### src/rtl/fp16_stream_accum.sv
// fp16_stream_accum: sums FP16 (1/5/10) words of each packet delimited by
// in_last, one word per multi-cycle align/add/normalize pass, and emits the
// packet sum together with a saturating element count.
// Optional build macro FP16_ACC_OVF_FLAG_EN adds o_out_ovf, a sticky
// per-packet flag for saturated or flushed-to-zero normalize results.
//
// Handshakes: a word moves on i_in_valid & o_in_ready, a sum moves on
// o_out_valid & i_out_ready. A valid side holds its payload stable until
// the transfer; ready never depends combinationally on valid.
module fp16_stream_accum #(
    parameter int CNT_W = 8
) (
    input  logic             i_clk,
    input  logic             i_rst_n,
    input  logic             i_in_valid,
    output logic             o_in_ready,
    input  logic [15:0]      i_in_data,
    input  logic             i_in_last,
    output logic             o_out_valid,
    input  logic             i_out_ready,
    output logic [15:0]      o_out_data,
    output logic [CNT_W-1:0] o_out_count,
`ifdef FP16_ACC_OVF_FLAG_EN
    output logic             o_out_ovf,
`endif
    output logic [2:0]       o_dbg_state
);

    typedef enum logic [2:0] {
        S_RECV  = 3'd0,
        S_ALIGN = 3'd1,
        S_ADD   = 3'd2,
        S_NORM  = 3'd3,
        S_OUT   = 3'd4
    } state_t;

    state_t           r_state;
    state_t           w_state_nxt;
    logic             r_in_ready;
    logic             r_out_valid;
    logic             w_in_ready_nxt;
    logic             w_out_valid_nxt;
    logic             w_xfer;
    logic             w_out_hs;

    logic [15:0]      r_acc;
    logic [CNT_W-1:0] r_cnt;
    logic             r_first;
    logic [15:0]      r_op;
    logic             r_last;

    // aligned operands
    logic [10:0]      r_fa;
    logic [10:0]      r_fb;
    logic             r_sa;
    logic             r_sb;
    logic [4:0]       r_exp;

    // raw sum
    logic [11:0]      r_sum;
    logic             r_sign;

`ifdef FP16_ACC_OVF_FLAG_EN
    logic             r_ovf;
    logic             w_norm_ovf;
`endif

    assign w_xfer   = i_in_valid & r_in_ready;
    assign w_out_hs = r_out_valid & i_out_ready;

    // ------------------------------------------------------------------
    // FSM
    // ------------------------------------------------------------------

    // State register with synchronous reset.
    always_ff @(posedge i_clk) begin
        if (!i_rst_n) r_state <= S_RECV;
        else          r_state <= w_state_nxt;
    end

    // Next-state decode.
    always_comb begin
        w_state_nxt = r_state;
        case (r_state)
            S_RECV: begin
                if (w_xfer) begin
                    if (r_first) w_state_nxt = i_in_last ? S_OUT : S_RECV;
                    else         w_state_nxt = S_ALIGN;
                end
            end
            S_ALIGN: w_state_nxt = S_ADD;
            S_ADD:   w_state_nxt = S_NORM;
            S_NORM:  w_state_nxt = r_last ? S_OUT : S_RECV;
            S_OUT:   if (w_out_hs) w_state_nxt = S_RECV;
            default: w_state_nxt = S_RECV;
        endcase
    end

    // Output decode from the upcoming state so the handshake outputs are registered.
    always_comb begin
        w_in_ready_nxt  = (w_state_nxt == S_RECV);
        w_out_valid_nxt = (w_state_nxt == S_OUT);
    end

    // Registered handshake outputs; both low during and right after reset.
    always_ff @(posedge i_clk) begin
        if (!i_rst_n) begin
            r_in_ready  <= 1'b0;
            r_out_valid <= 1'b0;
        end else begin
            r_in_ready  <= w_in_ready_nxt;
            r_out_valid <= w_out_valid_nxt;
        end
    end

    // ------------------------------------------------------------------
    // Align: zero operands (exp=0) carry a zero fraction; the smaller
    // exponent's fraction is right-shifted with truncation.
    // ------------------------------------------------------------------
    logic [4:0]  w_ea;
    logic [4:0]  w_eb;
    logic [10:0] w_fa;
    logic [10:0] w_fb;
    logic [4:0]  w_diff;
    logic [10:0] w_fa_al;
    logic [10:0] w_fb_al;
    logic [4:0]  w_exp_al;

    // Fraction alignment of accumulator and latched operand.
    always_comb begin
        w_ea     = r_acc[14:10];
        w_eb     = r_op[14:10];
        w_fa     = (w_ea == 5'd0) ? 11'd0 : {1'b1, r_acc[9:0]};
        w_fb     = (w_eb == 5'd0) ? 11'd0 : {1'b1, r_op[9:0]};
        w_diff   = 5'd0;
        w_fa_al  = w_fa;
        w_fb_al  = w_fb;
        w_exp_al = w_ea;
        if (w_ea >= w_eb) begin
            w_diff   = w_ea - w_eb;
            w_fb_al  = (w_diff >= 5'd11) ? 11'd0 : (w_fb >> w_diff);
            w_exp_al = w_ea;
        end else begin
            w_diff   = w_eb - w_ea;
            w_fa_al  = (w_diff >= 5'd11) ? 11'd0 : (w_fa >> w_diff);
            w_exp_al = w_eb;
        end
    end

    // ------------------------------------------------------------------
    // Add: sign-magnitude sum; an exact cancellation yields +0.
    // ------------------------------------------------------------------
    logic [11:0] w_sum;
    logic        w_sum_sign;

    // Signed-magnitude add/subtract of the aligned fractions.
    always_comb begin
        w_sum      = 12'd0;
        w_sum_sign = 1'b0;
        if (r_sa == r_sb) begin
            w_sum      = {1'b0, r_fa} + {1'b0, r_fb};
            w_sum_sign = r_sa;
        end else if (r_fa > r_fb) begin
            w_sum      = {1'b0, r_fa} - {1'b0, r_fb};
            w_sum_sign = r_sa;
        end else if (r_fb > r_fa) begin
            w_sum      = {1'b0, r_fb} - {1'b0, r_fa};
            w_sum_sign = r_sb;
        end
    end

    // ------------------------------------------------------------------
    // Normalize: carry shifts right once; otherwise left-shift the
    // leading one into bit 10. Underflow flushes to +0, overflow
    // saturates to the largest finite magnitude.
    // ------------------------------------------------------------------
    logic [3:0]        w_lz;
    logic              w_found;
    logic [9:0]        w_nman;
    logic signed [6:0] w_exp_s;
    logic signed [6:0] w_nexp;
    logic [15:0]       w_norm;
    logic              w_sat;
    logic              w_flush;

    // Leading-one detect, exponent adjust and range handling.
    always_comb begin
        w_lz    = 4'd0;
        w_found = 1'b0;
        for (int i = 10; i >= 0; i--) begin
            if (!w_found && r_sum[i]) begin
                w_lz    = 4'(10 - i);
                w_found = 1'b1;
            end
        end
        w_exp_s = $signed({2'b00, r_exp});
        if (r_sum[11]) begin
            w_nman = r_sum[10:1];
            w_nexp = w_exp_s + 7'sd1;
        end else begin
            w_nman = r_sum[9:0] << w_lz;
            w_nexp = w_exp_s - $signed({3'b000, w_lz});
        end
        w_sat   = 1'b0;
        w_flush = 1'b0;
        if (r_sum == 12'd0) begin
            w_norm = 16'h0000;
        end else if (w_nexp <= 7'sd0) begin
            w_norm  = 16'h0000;
            w_flush = 1'b1;
        end else if (w_nexp > 7'sd30) begin
            w_norm = {r_sign, 15'h7BFF};
            w_sat  = 1'b1;
        end else begin
            w_norm = {r_sign, w_nexp[4:0], w_nman};
        end
`ifdef FP16_ACC_OVF_FLAG_EN
        w_norm_ovf = w_sat | w_flush;
`endif
    end

    // ------------------------------------------------------------------
    // Datapath registers, advanced by the current state.
    // ------------------------------------------------------------------

    // Accumulator, counter, pipeline latches and first-word bookkeeping.
    always_ff @(posedge i_clk) begin
        if (!i_rst_n) begin
            r_acc   <= 16'h0000;
            r_cnt   <= '0;
            r_first <= 1'b1;
            r_op    <= 16'h0000;
            r_last  <= 1'b0;
            r_fa    <= 11'd0;
            r_fb    <= 11'd0;
            r_sa    <= 1'b0;
            r_sb    <= 1'b0;
            r_exp   <= 5'd0;
            r_sum   <= 12'd0;
            r_sign  <= 1'b0;
`ifdef FP16_ACC_OVF_FLAG_EN
            r_ovf   <= 1'b0;
`endif
        end else begin
            case (r_state)
                S_RECV: begin
                    if (w_xfer) begin
                        if (r_first) begin
                            r_acc   <= (i_in_data[14:10] == 5'd0) ? 16'h0000 : i_in_data;
                            r_cnt   <= {{(CNT_W-1){1'b0}}, 1'b1};
                            r_first <= 1'b0;
                        end else begin
                            r_op   <= i_in_data;
                            r_last <= i_in_last;
                            if (r_cnt != {CNT_W{1'b1}}) r_cnt <= r_cnt + 1'b1;
                        end
                    end
                end
                S_ALIGN: begin
                    r_fa  <= w_fa_al;
                    r_fb  <= w_fb_al;
                    r_sa  <= r_acc[15];
                    r_sb  <= r_op[15];
                    r_exp <= w_exp_al;
                end
                S_ADD: begin
                    r_sum  <= w_sum;
                    r_sign <= w_sum_sign;
                end
                S_NORM: begin
                    r_acc <= w_norm;
`ifdef FP16_ACC_OVF_FLAG_EN
                    if (w_norm_ovf) r_ovf <= 1'b1;
`endif
                end
                S_OUT: begin
                    if (w_out_hs) begin
                        r_first <= 1'b1;
`ifdef FP16_ACC_OVF_FLAG_EN
                        r_ovf   <= 1'b0;
`endif
                    end
                end
                default: ;
            endcase
        end
    end

    assign o_in_ready  = r_in_ready;
    assign o_out_valid = r_out_valid;
    assign o_out_data  = r_out_valid ? r_acc : 16'h0000;
    assign o_out_count = r_out_valid ? r_cnt : '0;
`ifdef FP16_ACC_OVF_FLAG_EN
    assign o_out_ovf   = r_out_valid & r_ovf;
`endif
    assign o_dbg_state = r_state;

endmodule

### config.mk
export PLATFORM = sky130hd
export DESIGN_NAME = fp16_stream_accum
export DESIGN_NICKNAME = d
export VERILOG_FILES = /design/src/rtl/fp16_stream_accum.sv
export SDC_FILE = /design/constraint.sdc
export NUM_CORES = 1
export LEC_CHECK = 0
export ABC_AREA = 1
export BUFFER_PORTS_ARGS = -buffer_cell sky130_fd_sc_hd__buf_2
export CAP_MARGIN = 0
export CELL_PAD_IN_SITES_DETAIL_PLACEMENT = 1
export CELL_PAD_IN_SITES_GLOBAL_PLACEMENT = 1
export CORE_MARGIN = 2
export CORE_UTILIZATION = 44
export DETAILED_ROUTE_END_ITERATION = 7
export GPL_TIMING_DRIVEN = 0
export PLACE_DENSITY = 0.8
export SLEW_MARGIN = 5
export SYNTH_ARGS = -nofsm -noshare
export SYNTH_HDL_FRONTEND = slang
export SYNTH_SLANG_ARGS = --single-unit
### constraint.sdc
create_clock -name i_clk -period 3.8 [get_ports i_clk]
set_input_delay 0.38 -clock i_clk [delete_from_list [all_inputs] [get_ports i_clk]]
set_output_delay 0.38 -clock i_clk [all_outputs]
set_load 0.005 [all_outputs]
Yosys cells after proc, flatten, opt, wreduce, memory -nomap -nowiden
Cells that the tools add are included.
{"block": "totals", "ff_bits": 89, "in_bits": 21, "out_inout_bits": 29}
{"block": "op_classes", "bitwise": 3, "n_eq_ne": 10, "shift": 3, "muxes": 55, "n_addsub": 8, "magnitude_cmp": 7, "reduce_logical": 33}
{"op": "$mux W16", "count": 6}
{"op": "$mux W11", "count": 6}
{"op": "$mux W12", "count": 3}
{"op": "$mux W4", "count": 9}
{"op": "$pmux W16 S2", "count": 1}
{"op": "$mux W8", "count": 3}
{"op": "$sub A11 B11 Y12", "count": 2}
{"op": "$gt A11 B11 Y1", "count": 2}
{"op": "$shr A11 B5 Y11", "count": 2}
{"op": "$mux W1", "count": 16}
{"op": "$logic_not A5 Y1", "count": 3}
{"op": "$mux W15", "count": 1}
{"op": "$mux W3", "count": 5}
{"op": "$pmux W3 S5", "count": 1}
{"op": "$add A11 B11 Y12", "count": 1}
{"op": "$logic_not A12 Y1", "count": 1}
{"op": "$reduce_and A3 Y1", "count": 4}
{"op": "$ge A5 B4 Y1 const B", "count": 2}
{"op": "$logic_and A1 B1 Y1", "count": 10}
{"op": "$logic_not A1 Y1", "count": 10}
{"op": "$mux W10", "count": 1}
{"op": "$shl A10 B4 Y10", "count": 1}
{"op": "$sub A5 B5 Y5", "count": 2}
{"op": "$add A8 B1 Y8 const B", "count": 1}
{"op": "18 further kinds", "count": 26}

Depth between registers and ports, before layout
Gate-level depths: netlist of the first run.
{"block": "logic_depth", "depth_word": 38, "ltp_mapped": 21, "depth_no_buf": 20}

Least setup slack after synthesis of the first run
Ideal clock, no wire load.
{"block": "synth_path", "path_kind": "flip-flop to flip-flop", "startpoint": "register r_sum[4]", "endpoint": "register r_acc[2]", "path_stages_with_launch": 22, "slack_ns": 0.911, "n_path_buf": 1, "arrival_time_ns": 2.819, "t_required_ns": 3.730, "setup_time_ns": 0.070, "cell_sequence": "dfxtp_1 -> nor2_2 -> nand3_1 -> nor2_4 -> nand2_4 -> nand3_2 -> buf_6 -> ha_1 -> inv_1 -> fa_1 -> nand2_1 -> inv_1 -> o21ai_0 -> nand2_1 -> o21ai_0 -> xor2_1 -> nand3_1 -> nand2_1 -> inv_1 -> o211ai_1 -> nand2_1 -> a21oi_1"}
{"block": "synth_between", "elab_chain_len": 21}
{"item": "from (decl)", "line_no": "60", "source": "logic [11:0] r_sum;"}
{"item": "from (signal assigned)", "line_no": "267", "source": "r_sum <= w_sum;"}
{"item": "$logic_and A1 B1 Y1", "line_no": "191", "source": "if (!w_found && r_sum[i]) begin"}
{"item": "$mux W1", "line_no": "191"}
{"item": "$logic_not A1 Y1", "line_no": "191"}
{"item": "$logic_and A1 B1 Y1", "line_no": "191"}
{"item": "$mux W1", "line_no": "191"}
{"item": "$logic_not A1 Y1", "line_no": "191"}
{"item": "$logic_and A1 B1 Y1", "line_no": "191"}
{"item": "$mux W1", "line_no": "191"}
{"item": "(+5 left out)"}
{"item": "$mux W4", "line_no": "191"}
{"item": "$sub A5 B4 Y6", "line_no": "202", "source": "w_nexp = w_exp_s - $signed({3'b000, w_lz});"}
{"item": "$mux W7", "line_no": "197", "source": "if (r_sum[11]) begin"}
{"item": "$gt A7 B6 Y1", "line_no": "211", "source": "end else if (w_nexp > 7'sd30) begin"}
{"item": "$mux W15", "line_no": "211"}
{"item": "$mux W16", "line_no": "208", "source": "end else if (w_nexp <= 7'sd0) begin"}
{"item": "$mux W16 *", "line_no": "206", "source": "if (r_sum == 12'd0) begin"}
{"item": "$pmux W16 S2 *", "line_no": "245", "source": "case (r_state)"}
{"item": "to (signal assigned)", "line_no": "249", "source": "r_acc <= (i_in_data[14:10] == 5'd0) ? 16'h0000 : i_in_data;"}
{"item": "to (signal assigned)", "line_no": "271", "source": "r_acc <= w_norm;"}
{"item": "to (decl)", "line_no": "46", "source": "logic [15:0] r_acc;"}
Every way passes the cells marked *; elsewhere a longest branch is shown, timed or not.
A chain may end at the register's enable or synchronous reset.

Worst setup path after layout of the first run
Ends and elaborated chain as after synthesis.

==> impl_metrics.prom, run 1 <==
# TYPE chip_impl_metric gauge
chip_impl_info{name="run_status",value="complete, no violations"} 1
chip_impl_metric{name="htree_levels",unit=""} 3
chip_impl_info{name="synth_top_family_by_area",value="simple AND/OR/NAND/NOR gates"} 1
chip_impl_metric{name="drc",unit=""} 0
chip_impl_metric{name="finalNetCount",unit=""} 1339
chip_impl_metric{name="async_reset_ff_frac",unit=""} 0
chip_impl_metric{name="clk_pin_slew",unit="ps"} 80
chip_impl_metric{name="setup-tns-final",unit="ps"} 0
chip_impl_metric{name="report.final.slew_viol_count",unit=""} 0
chip_impl_metric{name="area_enclosed_by_the_die_boundary",unit="sq um"} 18410
chip_impl_metric{name="timing.max_slew.rel_slack",unit=""} 0.2735
chip_impl_metric{name="final-hold-violation-count",unit=""} 0
chip_impl_metric{name="num_antenna_cells",unit=""} 0
chip_impl_metric{name="cellLeakagePower",unit="nW"} 4.075
chip_impl_metric{name="max_rail_drop_vdd",unit="mV"} 0.2255
chip_impl_metric{name="pin_count_of_the_biggest_net_entering_global_routing",unit=""} 20
chip_impl_metric{name="synthDominantCellAreaShare",unit=""} 0.2335
chip_impl_info{name="worst_hold_path_type",value="input pin to flip-flop"} 1
chip_impl_metric{name="clk_latency",unit="ps"} 370
chip_impl_metric{name="filler_cell_count",unit=""} 2417
chip_impl_metric{name="grt_pass1_wl",unit="um"} 44750
chip_impl_metric{name="die_y",unit="um"} 135.7
chip_impl_metric{name="die_width",unit="um"} 135.7
chip_impl_info{name="path_cells",value="nor2_2 -> nand3_1 -> nor2_4 -> nand2_4 -> nand3_2 -> buf_6 -> ha_1 -> inv_1 -> fa_1 -> nand2_1 -> inv_1 -> o21ai_0 -> nand2_1 -> o21ai_0 -> xor2_1 -> nand3_1 -> nand2_2 -> inv_1 -> o211ai_1 -> nand2_1 -> a21oi_1"} 1
chip_impl_metric{name="cts-root-to-sink-buffers",unit=""} 2
chip_impl_metric{name="gp_routability_congestion",unit=""} 0.9334
chip_impl_metric{name="synth-xor-area-share",unit=""} 0.03083
chip_impl_metric{name="yosys_register_bits",unit=""} 89
chip_impl_metric{name="ctsHoldBuffers",unit=""} 0
chip_impl_info{name="unrepaired_setup_endpoints_after_global_routing",value="false"} 1
chip_impl_metric{name="post_synth_and_or_nand_nor_area_fraction",unit=""} 0.2768
chip_impl_metric{name="io_buffer_count",unit=""} 48
chip_impl_metric{name="route.detailed.wl_per_inst",unit="um"} 19.00
chip_impl_metric{name="path_max_fanout",unit=""} 10
chip_impl_metric{name="vias",unit=""} 8551
chip_impl_metric{name="antenna_found_initial",unit=""} 0
chip_impl_metric{name="worst-endpoint-required",unit="ps"} 4100
chip_impl_metric{name="overflow",unit=""} 0
chip_impl_metric{name="max-cap-violations",unit=""} 0
chip_impl_metric{name="arrival",unit="ps"} 3860
chip_impl_metric{name="pwr_density_cell",unit="nW/um^2"} 385.4
chip_impl_info{name="synth_top_cell_by_area",value="sky130_fd_sc_hd__dfxtp_1"} 1
chip_impl_info{name="cell_at_the_root_of_the_clock_tree",value="sky130_fd_sc_hd__clkbuf_16"} 1
chip_impl_metric{name="numCtsBuffers",unit=""} 9
chip_impl_metric{name="syn_area_per_cell",unit="sq um"} 6.332
chip_impl_metric{name="dr.pass1.iters",unit=""} 5
chip_impl_metric{name="syn-cell-area",unit="sq um"} 7630
chip_impl_metric{name="grt_pass1_vias",unit=""} 8501
chip_impl_info{name="clock_tree_from_tritoncts",value="built"} 1
chip_impl_metric{name="netlist-cell-type-count",unit=""} 49
chip_impl_metric{name="finalHoldWorstSlack",unit="ps"} 271.2
chip_impl_metric{name="finalCriticalPeriod",unit="ps"} 3560
chip_impl_metric{name="grt.total_usage",unit=""} 0.3126
chip_impl_metric{name="yosys_synthesis_warning_count",unit=""} 0
chip_impl_metric{name="ios",unit=""} 50
chip_impl_metric{name="tightestPinTransition",unit="ps"} 1081
chip_impl_metric{name="cts.sink_count",unit=""} 89
chip_impl_metric{name="drt-vias-per-instance",unit=""} 5.724
chip_impl_metric{name="detailedPlacementHpwl",unit="um"} 22840
chip_impl_info{name="cp-start-kind",value="flip-flop"} 1
chip_impl_metric{name="core_footprint",unit="sq um"} 17120
chip_impl_metric{name="critPathMaxStageDelay",unit="ps"} 400
chip_impl_info{name="critical_path.endpoint_type",value="flip-flop"} 1
chip_impl_metric{name="effective_utilization_at_floorplan",unit=""} 0.4458
chip_impl_info{name="critical_path_class",value="flip-flop to flip-flop"} 1
chip_impl_metric{name="finalCoreUtilization",unit=""} 0.4942
chip_impl_info{name="synth_top_flop_cell",value="sky130_fd_sc_hd__dfxtp_1"} 1
chip_impl_metric{name="period_utilization_post_route",unit=""} 0.9369
chip_impl_metric{name="synthMuxAreaShare",unit=""} 0.001312
chip_impl_metric{name="cells_after_synthesis",unit=""} 1205
chip_impl_metric{name="rows",unit=""} 48
chip_impl_metric{name="timing.fmax",unit="MHz"} 280.9
chip_impl_metric{name="compound_gate_fraction_of_synth_area",unit=""} 0.2473
chip_impl_metric{name="layout-area-overhead-vs-synth",unit="%"} 10.86
chip_impl_metric{name="postRouteAntennaNets",unit=""} 0
chip_impl_info{name="ys_top_cells_by_area",value="sky130_fd_sc_hd__dfxtp_1, sky130_fd_sc_hd__nand2_1, sky130_fd_sc_hd__a21oi_1, sky130_fd_sc_hd__o21ai_0, sky130_fd_sc_hd__ha_1"} 1
chip_impl_metric{name="drive_gt1_frac",unit=""} 0.09614
chip_impl_metric{name="report.final.setup_viol",unit=""} 0
chip_impl_metric{name="mappedNetlistNets",unit=""} 1280
chip_impl_metric{name="drtIter0Drc",unit=""} 511
chip_impl_metric{name="number_of_synthesized_flops_with_an_enable_pin",unit=""} 0
chip_impl_metric{name="synth-seq-area-share",unit=""} 0.2335
chip_impl_info{name="timing.critical_path.slowest_stage_cell",value="sky130_fd_sc_hd__dfxtp_1"} 1
chip_impl_metric{name="fraction_of_the_mapped_netlist_area_in_adder_cells",unit=""} 0.09446
chip_impl_metric{name="route.final.wire_length",unit="um"} 28380
chip_impl_metric{name="finClkSkew",unit="ps"} 18.79
cells by family (layout without fill, tap and decap cells):
group | Yosys count | in the layout
compound gates | 337 | 337
xor+xnor | 26 | 26
fa+ha+maj | 54 | 54
buf+inv | 224 | 288
flops | 89 | 89
mux | 1 | 1
simple gates | 474 | 474
cell usage in the layout, fill, tap and decap left out, types with 7 or more instances in the layout:
master | synthesis | final
sky130_fd_sc_hd__nand2_1 | 236 | 235
sky130_fd_sc_hd__inv_1 | 159 | 159
sky130_fd_sc_hd__a21oi_1 | 121 | 121
sky130_fd_sc_hd__o21ai_0 | 121 | 121
sky130_fd_sc_hd__nor2_1 | 89 | 89
sky130_fd_sc_hd__dfxtp_1 | 89 | 89
sky130_fd_sc_hd__nand3_1 | 85 | 85
sky130_fd_sc_hd__buf_2 | 10 | 58
sky130_fd_sc_hd__ha_1 | 48 | 48
sky130_fd_sc_hd__clkbuf_1 | 37 | 37
sky130_fd_sc_hd__o211ai_1 | 30 | 30
sky130_fd_sc_hd__a31oi_1 | 28 | 28
sky130_fd_sc_hd__xor2_1 | 24 | 24
sky130_fd_sc_hd__nand4_1 | 17 | 17
sky130_fd_sc_hd__nor3_1 | 14 | 14
sky130_fd_sc_hd__inv_2 | 9 | 9
sky130_fd_sc_hd__clkbuf_16 | 0 | 9
sky130_fd_sc_hd__nand3_2 | 7 | 7
worst max-delay path: cells and delay by family (launching register included):
kind	cells	cell delay, ps
simple gates	10	1330
compound gates	4	560
fa+ha+maj	2	520
flops	1	400
buf+inv	4	390
xor+xnor	1	270
cell type report:
| type | count | area, sq um | area share |
|---|---|---|---|
| plain buffers | 55 | 249.0 | 0.02944 |
| clock buffers | 9 | 225.2 | 0.02663 |
| clock inverters | 7 | 78.83 | 0.009320 |
| inverters | 169 | 634.4 | 0.07500 |
| multi-input cells | 892 | 4967 | 0.5873 |
| flip-flops and latches | 89 | 1782 | 0.2107 |
| well taps | 225 | 281.5 | 0.03328 |
| repair buffers | 48 | 240.2 | 0.02840 |
metal layers:
layer / GRT usage / wire length, um / part of all wire / vias up
li1: - / - / - / 4141
met1: 0.4042 / 12530 / 0.44 / 4121
met2: 0.5334 / 13440 / 0.47 / 233
met3: 0.04676 / 1602 / 0.056 / 56
met4: 0.1013 / 805 / 0.028 / 0
met5: 0 / 0 / 0 / -
power by group:
part	leakage [nW]	total (mW)	switching [mW]	internal [mW]
combinational	3.20	1.27	0.884	0.390
sequential	0.722	1.06	0.0776	0.981
clock	0.151	0.927	0.455	0.472
total	4.08	3.26	1.42	1.84
synthesized netlist by cell type (3+ instances only):
cell type / instances
sky130_fd_sc_hd__o21ai_0: 121
sky130_fd_sc_hd__fa_1: 6
sky130_fd_sc_hd__a22oi_1: 4
sky130_fd_sc_hd__or2_2: 4
sky130_fd_sc_hd__o21ai_1: 5
sky130_fd_sc_hd__a21oi_2: 3
sky130_fd_sc_hd__a21oi_1: 121
sky130_fd_sc_hd__nor3_1: 14
sky130_fd_sc_hd__nor2_1: 89
sky130_fd_sc_hd__inv_1: 159
sky130_fd_sc_hd__buf_4: 4
sky130_fd_sc_hd__buf_2: 10
sky130_fd_sc_hd__inv_2: 9
sky130_fd_sc_hd__o31ai_1: 3
sky130_fd_sc_hd__nor2_2: 4
sky130_fd_sc_hd__nor4_1: 3
sky130_fd_sc_hd__nand3_1: 85
sky130_fd_sc_hd__o211ai_1: 30
sky130_fd_sc_hd__nand4_1: 17
sky130_fd_sc_hd__o21bai_1: 4
sky130_fd_sc_hd__clkbuf_1: 37
sky130_fd_sc_hd__a31oi_1: 28
sky130_fd_sc_hd__nand3_2: 7
sky130_fd_sc_hd__nand2_2: 4
sky130_fd_sc_hd__nor2_4: 4
sky130_fd_sc_hd__nand2_1: 236
sky130_fd_sc_hd__ha_1: 48
sky130_fd_sc_hd__o22ai_1: 5
sky130_fd_sc_hd__xor2_1: 24
sky130_fd_sc_hd__a21o_1: 5
sky130_fd_sc_hd__dfxtp_1: 89
state kept, by name, summed over array words and instances (netlist names):
register / flops
r_acc: 16
r_op: 16
r_cnt: 8
r_sa: 1
r_last: 1
o_dbg_state: 3
o_out_valid: 1
r_fa: 11
r_fb: 11
r_sign: 1
r_sum: 12
r_first: 1
r_exp: 5
r_sb: 1
o_in_ready: 1
stage by stage:
stage | instance area, sq um | cells | total power, mW | worst slack, ps
after global routing | 8458 | 1494 | 3.447 | 43.20
after floorplan | 7630 | 1205 | 1.960 | 911.5
after global placement | 8152 | 1478 | 2.303 | 311.5
after CTS | 8456 | 1494 | 3.247 | 218.9
after detailed placement | 8152 | 1478 | 2.328 | 240.1
final | 8458 | 1494 | 3.260 | 239.7
final timing paths:
| path | from | end | slack (ps) | cells after the start |
|---|---|---|---|---|
| max reg2reg | r_sum[4]$_SDFFE_PN0P_ | r_acc[2]$_SDFFE_PN0P_ | 240 | 21 |
| min | i_in_last | r_last$_SDFFE_PN0P_ | 270 | 3 |
| max | r_sum[4]$_SDFFE_PN0P_ | r_acc[2]$_SDFFE_PN0P_ | 240 | 21 |
| min reg2reg | r_sign$_SDFFE_PN0P_ | r_sign$_SDFFE_PN0P_ | 490 | 2 |
what timing repair did:
item,CTS,global route
endpoints found under the setup margin,0,4
setup buffers,0,0
gates resized for setup,0,1
(Power assumes the default switching activity.)
==> run 2, diff against run 1 <==
--- a/config.mk
+++ b/config.mk
@@ -10,6 +10,7 @@
 export CAP_MARGIN = 0
 export CELL_PAD_IN_SITES_DETAIL_PLACEMENT = 1
 export CELL_PAD_IN_SITES_GLOBAL_PLACEMENT = 1
+export CORE_ASPECT_RATIO = 1.4
 export CORE_MARGIN = 2
 export CORE_UTILIZATION = 44
 export DETAILED_ROUTE_END_ITERATION = 7
==> run 2 against run 1 <==
Against the previous run:
- fmax is 2.4% higher
- hold slack improved by 1.3 ps
- critical path depth unchanged
- clock power down 0.4%
- setup slack improved by 84 ps
- flip-flop and latch count stayed put
- via count rose by 0.22%
==> impl_metrics.prom, run 2 (synthesis gave the netlist of run 1 again) <==
# TYPE chip_impl_metric gauge
chip_impl_metric{name="antenna_found_initial",unit=""} 0
chip_impl_metric{name="final-hold-violation-count",unit=""} 0
chip_impl_metric{name="io_buffer_count",unit=""} 48
chip_impl_metric{name="finalNetCount",unit=""} 1340
chip_impl_metric{name="core_footprint",unit="sq um"} 17190
chip_impl_metric{name="cellLeakagePower",unit="nW"} 4.080
chip_impl_metric{name="wl_met1",unit="um"} 12020
chip_impl_metric{name="area_enclosed_by_the_die_boundary",unit="sq um"} 18420
chip_impl_metric{name="vias",unit=""} 8570
chip_impl_metric{name="finalCoreUtilization",unit=""} 0.4935
chip_impl_metric{name="dp_slack",unit="ps"} 205.6
chip_impl_metric{name="postRouteAntennaNets",unit=""} 0
chip_impl_info{name="rr_startpoint",value="r_sum[5]$_SDFFE_PN0P_"} 1
chip_impl_info{name="rr_endpoint",value="r_acc[1]$_SDFFE_PN0P_"} 1
chip_impl_metric{name="cts.sink_count",unit=""} 89
chip_impl_metric{name="num_antenna_cells",unit=""} 0
chip_impl_metric{name="fin_total_pwr",unit="mW"} 3.276
chip_impl_metric{name="met2RoutedLength",unit="um"} 14830
chip_impl_metric{name="die_y",unit="um"} 159.8
chip_impl_info{name="timing.critical_path.slowest_stage_cell",value="sky130_fd_sc_hd__dfxtp_1"} 1
chip_impl_metric{name="ctsHoldBuffers",unit=""} 0
chip_impl_info{name="min-delay-start",value="i_in_data[9]"} 1
chip_impl_metric{name="tightestPinTransition",unit="ps"} 1277
chip_impl_metric{name="route.met3.wl",unit="um"} 948
chip_impl_metric{name="route.final.wire_length",unit="um"} 29430
chip_impl_metric{name="report.final.setup_viol",unit=""} 0
chip_impl_metric{name="drive_gt1_frac",unit=""} 0.09685
chip_impl_metric{name="numCtsBuffers",unit=""} 9
chip_impl_metric{name="path_max_fanout",unit=""} 10
chip_impl_metric{name="arrival",unit="ps"} 3720
chip_impl_metric{name="r2r.worst_path.cells",unit=""} 21
chip_impl_metric{name="clk_pin_slew",unit="ps"} 80
chip_impl_metric{name="effective_utilization_at_floorplan",unit=""} 0.4439
chip_impl_info{name="cp-start-kind",value="flip-flop"} 1
chip_impl_metric{name="grt_pass1_wl",unit="um"} 45750
chip_impl_metric{name="drtIter0Drc",unit=""} 440
chip_impl_metric{name="die_width",unit="um"} 115.3
chip_impl_metric{name="dr.pass1.iters",unit=""} 5
chip_impl_metric{name="layout-area-overhead-vs-synth",unit="%"} 11.17
chip_impl_metric{name="worst-endpoint-required",unit="ps"} 4040
chip_impl_metric{name="drc",unit=""} 0
chip_impl_metric{name="filler_cell_count",unit=""} 2380
chip_impl_metric{name="report.final.slew_viol_count",unit=""} 0
chip_impl_info{name="most-common-layout-cells",value="sky130_fd_sc_hd__nand2_1, sky130_fd_sc_hd__inv_1, sky130_fd_sc_hd__a21oi_1"} 1
chip_impl_metric{name="setup-tns-final",unit="ps"} 0
chip_impl_info{name="unrepaired_setup_endpoints_after_global_routing",value="false"} 1
chip_impl_metric{name="max_rail_drop_vdd",unit="mV"} 0.3242
chip_impl_metric{name="finalCriticalPeriod",unit="ps"} 3476
chip_impl_info{name="critical_path.endpoint_type",value="flip-flop"} 1
chip_impl_info{name="topRoutingLayerUsed",value="met4"} 1
chip_impl_metric{name="ios",unit=""} 50
chip_impl_metric{name="htree_levels",unit=""} 3
chip_impl_metric{name="pwr_density_cell",unit="nW/um^2"} 386.2
chip_impl_metric{name="period_utilization_post_route",unit=""} 0.9149
chip_impl_metric{name="detailedPlacementHpwl",unit="um"} 23980
chip_impl_metric{name="drt-vias-per-instance",unit=""} 5.691
chip_impl_metric{name="gp_routability_congestion",unit=""} 0.9587
chip_impl_metric{name="multiInputGateArea",unit="sq um"} 4967
chip_impl_info{name="layout_top_registers",value="r_acc: 16 flops, r_op: 16 flops, r_sum: 12 flops"} 1
chip_impl_info{name="path_cells",value="nor2_2 -> nand3_1 -> nor2_4 -> nand2_4 -> nand3_2 -> buf_6 -> ha_1 -> inv_1 -> fa_1 -> nand2_1 -> inv_1 -> o21ai_0 -> nand2_1 -> o21ai_0 -> xor2_1 -> nand3_1 -> nand2_2 -> inv_1 -> nand2_1 -> o21ai_0 -> a21oi_1"} 1
chip_impl_metric{name="route.detailed.wl_per_inst",unit="um"} 19.54
chip_impl_metric{name="pin_count_of_the_biggest_net_entering_global_routing",unit=""} 20
chip_impl_metric{name="ff2ff_setup_slack",unit="ps"} 320
chip_impl_metric{name="finalHoldWorstSlack",unit="ps"} 272.5
chip_impl_metric{name="grt_pass1_vias",unit=""} 8655
chip_impl_info{name="critical_path_class",value="flip-flop to flip-flop"} 1
chip_impl_metric{name="final.setup.worst_slack",unit="ps"} 323.5
chip_impl_info{name="min_to",value="r_op[9]$_SDFFE_PN0P_"} 1
chip_impl_metric{name="critPathMaxStageDelay",unit="ps"} 420
chip_impl_info{name="worst_hold_path_type",value="input pin to flip-flop"} 1
chip_impl_metric{name="grt.total_usage",unit=""} 0.3207
chip_impl_metric{name="clk_latency",unit="ps"} 370
chip_impl_metric{name="rows",unit=""} 57
chip_impl_metric{name="max-cap-violations",unit=""} 0
chip_impl_info{name="mostFrequentLayoutCell",value="sky130_fd_sc_hd__nand2_1"} 1
chip_impl_metric{name="cts-root-to-sink-buffers",unit=""} 2
chip_impl_info{name="cell_at_the_root_of_the_clock_tree",value="sky130_fd_sc_hd__clkbuf_16"} 1
chip_impl_metric{name="timing.fmax",unit="MHz"} 287.6
chip_impl_metric{name="seqCellArea",unit="sq um"} 1782
chip_impl_metric{name="overflow",unit=""} 0
chip_impl_info{name="run_status",value="complete, no violations"} 1
chip_impl_metric{name="timing.max_slew.rel_slack",unit=""} 0.1423
chip_impl_metric{name="min_delay_path_depth",unit=""} 3
chip_impl_metric{name="finClkSkew",unit="ps"} 17.65
chip_impl_info{name="clock_tree_from_tritoncts",value="built"} 1
[run 2: cell types whose count changed in the layout (fill, tap and decap cells not counted)]
cell,before,now
sky130_fd_sc_hd__inv_6,1,2
sky130_fd_sc_hd__clkinv_8,1,2
sky130_fd_sc_hd__buf_4,4,5
sky130_fd_sc_hd__o21ai_1,5,6
sky130_fd_sc_hd__o21ai_0,121,120
sky130_fd_sc_hd__inv_8,4,2
[run 2: critical path: cells and delay by family (launching register included)]
kind,cells,cell delay (ps)
simple gates,10,1180
xor+xnor,1,120
buf+inv,4,440
flops,1,420
fa+ha+maj,2,530
compound gates,4,650
[run 2: area by class of cell]
cell class                      instances  area share
Tap cell                              236     0.03481
Sequential cell                        89      0.2101
Timing Repair Buffer                   49     0.02921
Inverter                              169     0.07479
Clock buffer                            9     0.02655
Buffer                                 55     0.02936
Multi-Input combinational cell        892      0.5856
Clock inverter                          7    0.009588
[run 2: report_power, final]
| part | internal, mW | switching [mW] | total, mW |
|---|---|---|---|
| Combinational | 0.395 | 0.899 | 1.29 |
| Clock | 0.470 | 0.453 | 0.923 |
| Sequential | 0.981 | 0.0773 | 1.06 |
[run 2: worst max path at each step]
| stage | startpoint | endpoint | slack, ps |
|---|---|---|---|
| after global routing | r_sum[10]$_SDFFE_PN0P_ | r_acc[1]$_SDFFE_PN0P_ | 70 |
| final | r_sum[5]$_SDFFE_PN0P_ | r_acc[1]$_SDFFE_PN0P_ | 320 |
| after detailed placement | r_sum[5]$_SDFFE_PN0P_ | r_acc[1]$_SDFFE_PN0P_ | 210 |
| after floorplan | r_sum[4]$_SDFFE_PN0P_ | r_acc[2]$_SDFFE_PN0P_ | 910 |
| after CTS | r_sum[5]$_SDFFE_PN0P_ | r_acc[1]$_SDFFE_PN0P_ | 170 |
| after global placement | r_sum[4]$_SDFFE_PN0P_ | r_acc[1]$_SDFFE_PN0P_ | 310 |
[run 2: repair_timing]
action / 4_1_cts / 5_1_grt
endpoints found under the hold margin: 0 / 0
resized for setup: 0 / 2
setup buffers: 0 / 1
endpoints found under the setup margin: 0 / 7
[run 2: per-stage QoR]
stage,cell area (sq um),std cells
5_1_grt,8482,1506
6_report,8482,1506
3_5_place_dp,8165,1489
2_1_floorplan,7630,1205
3_3_place_gp,8165,1489
4_1_cts,8472,1505
[run 2: per-layer routing]
metal  vias up  GRT usage
met2       213     0.5770
met3        79    0.02732
met1      4122     0.3653
met4         0     0.1785
met5         -          0
li1       4156          -
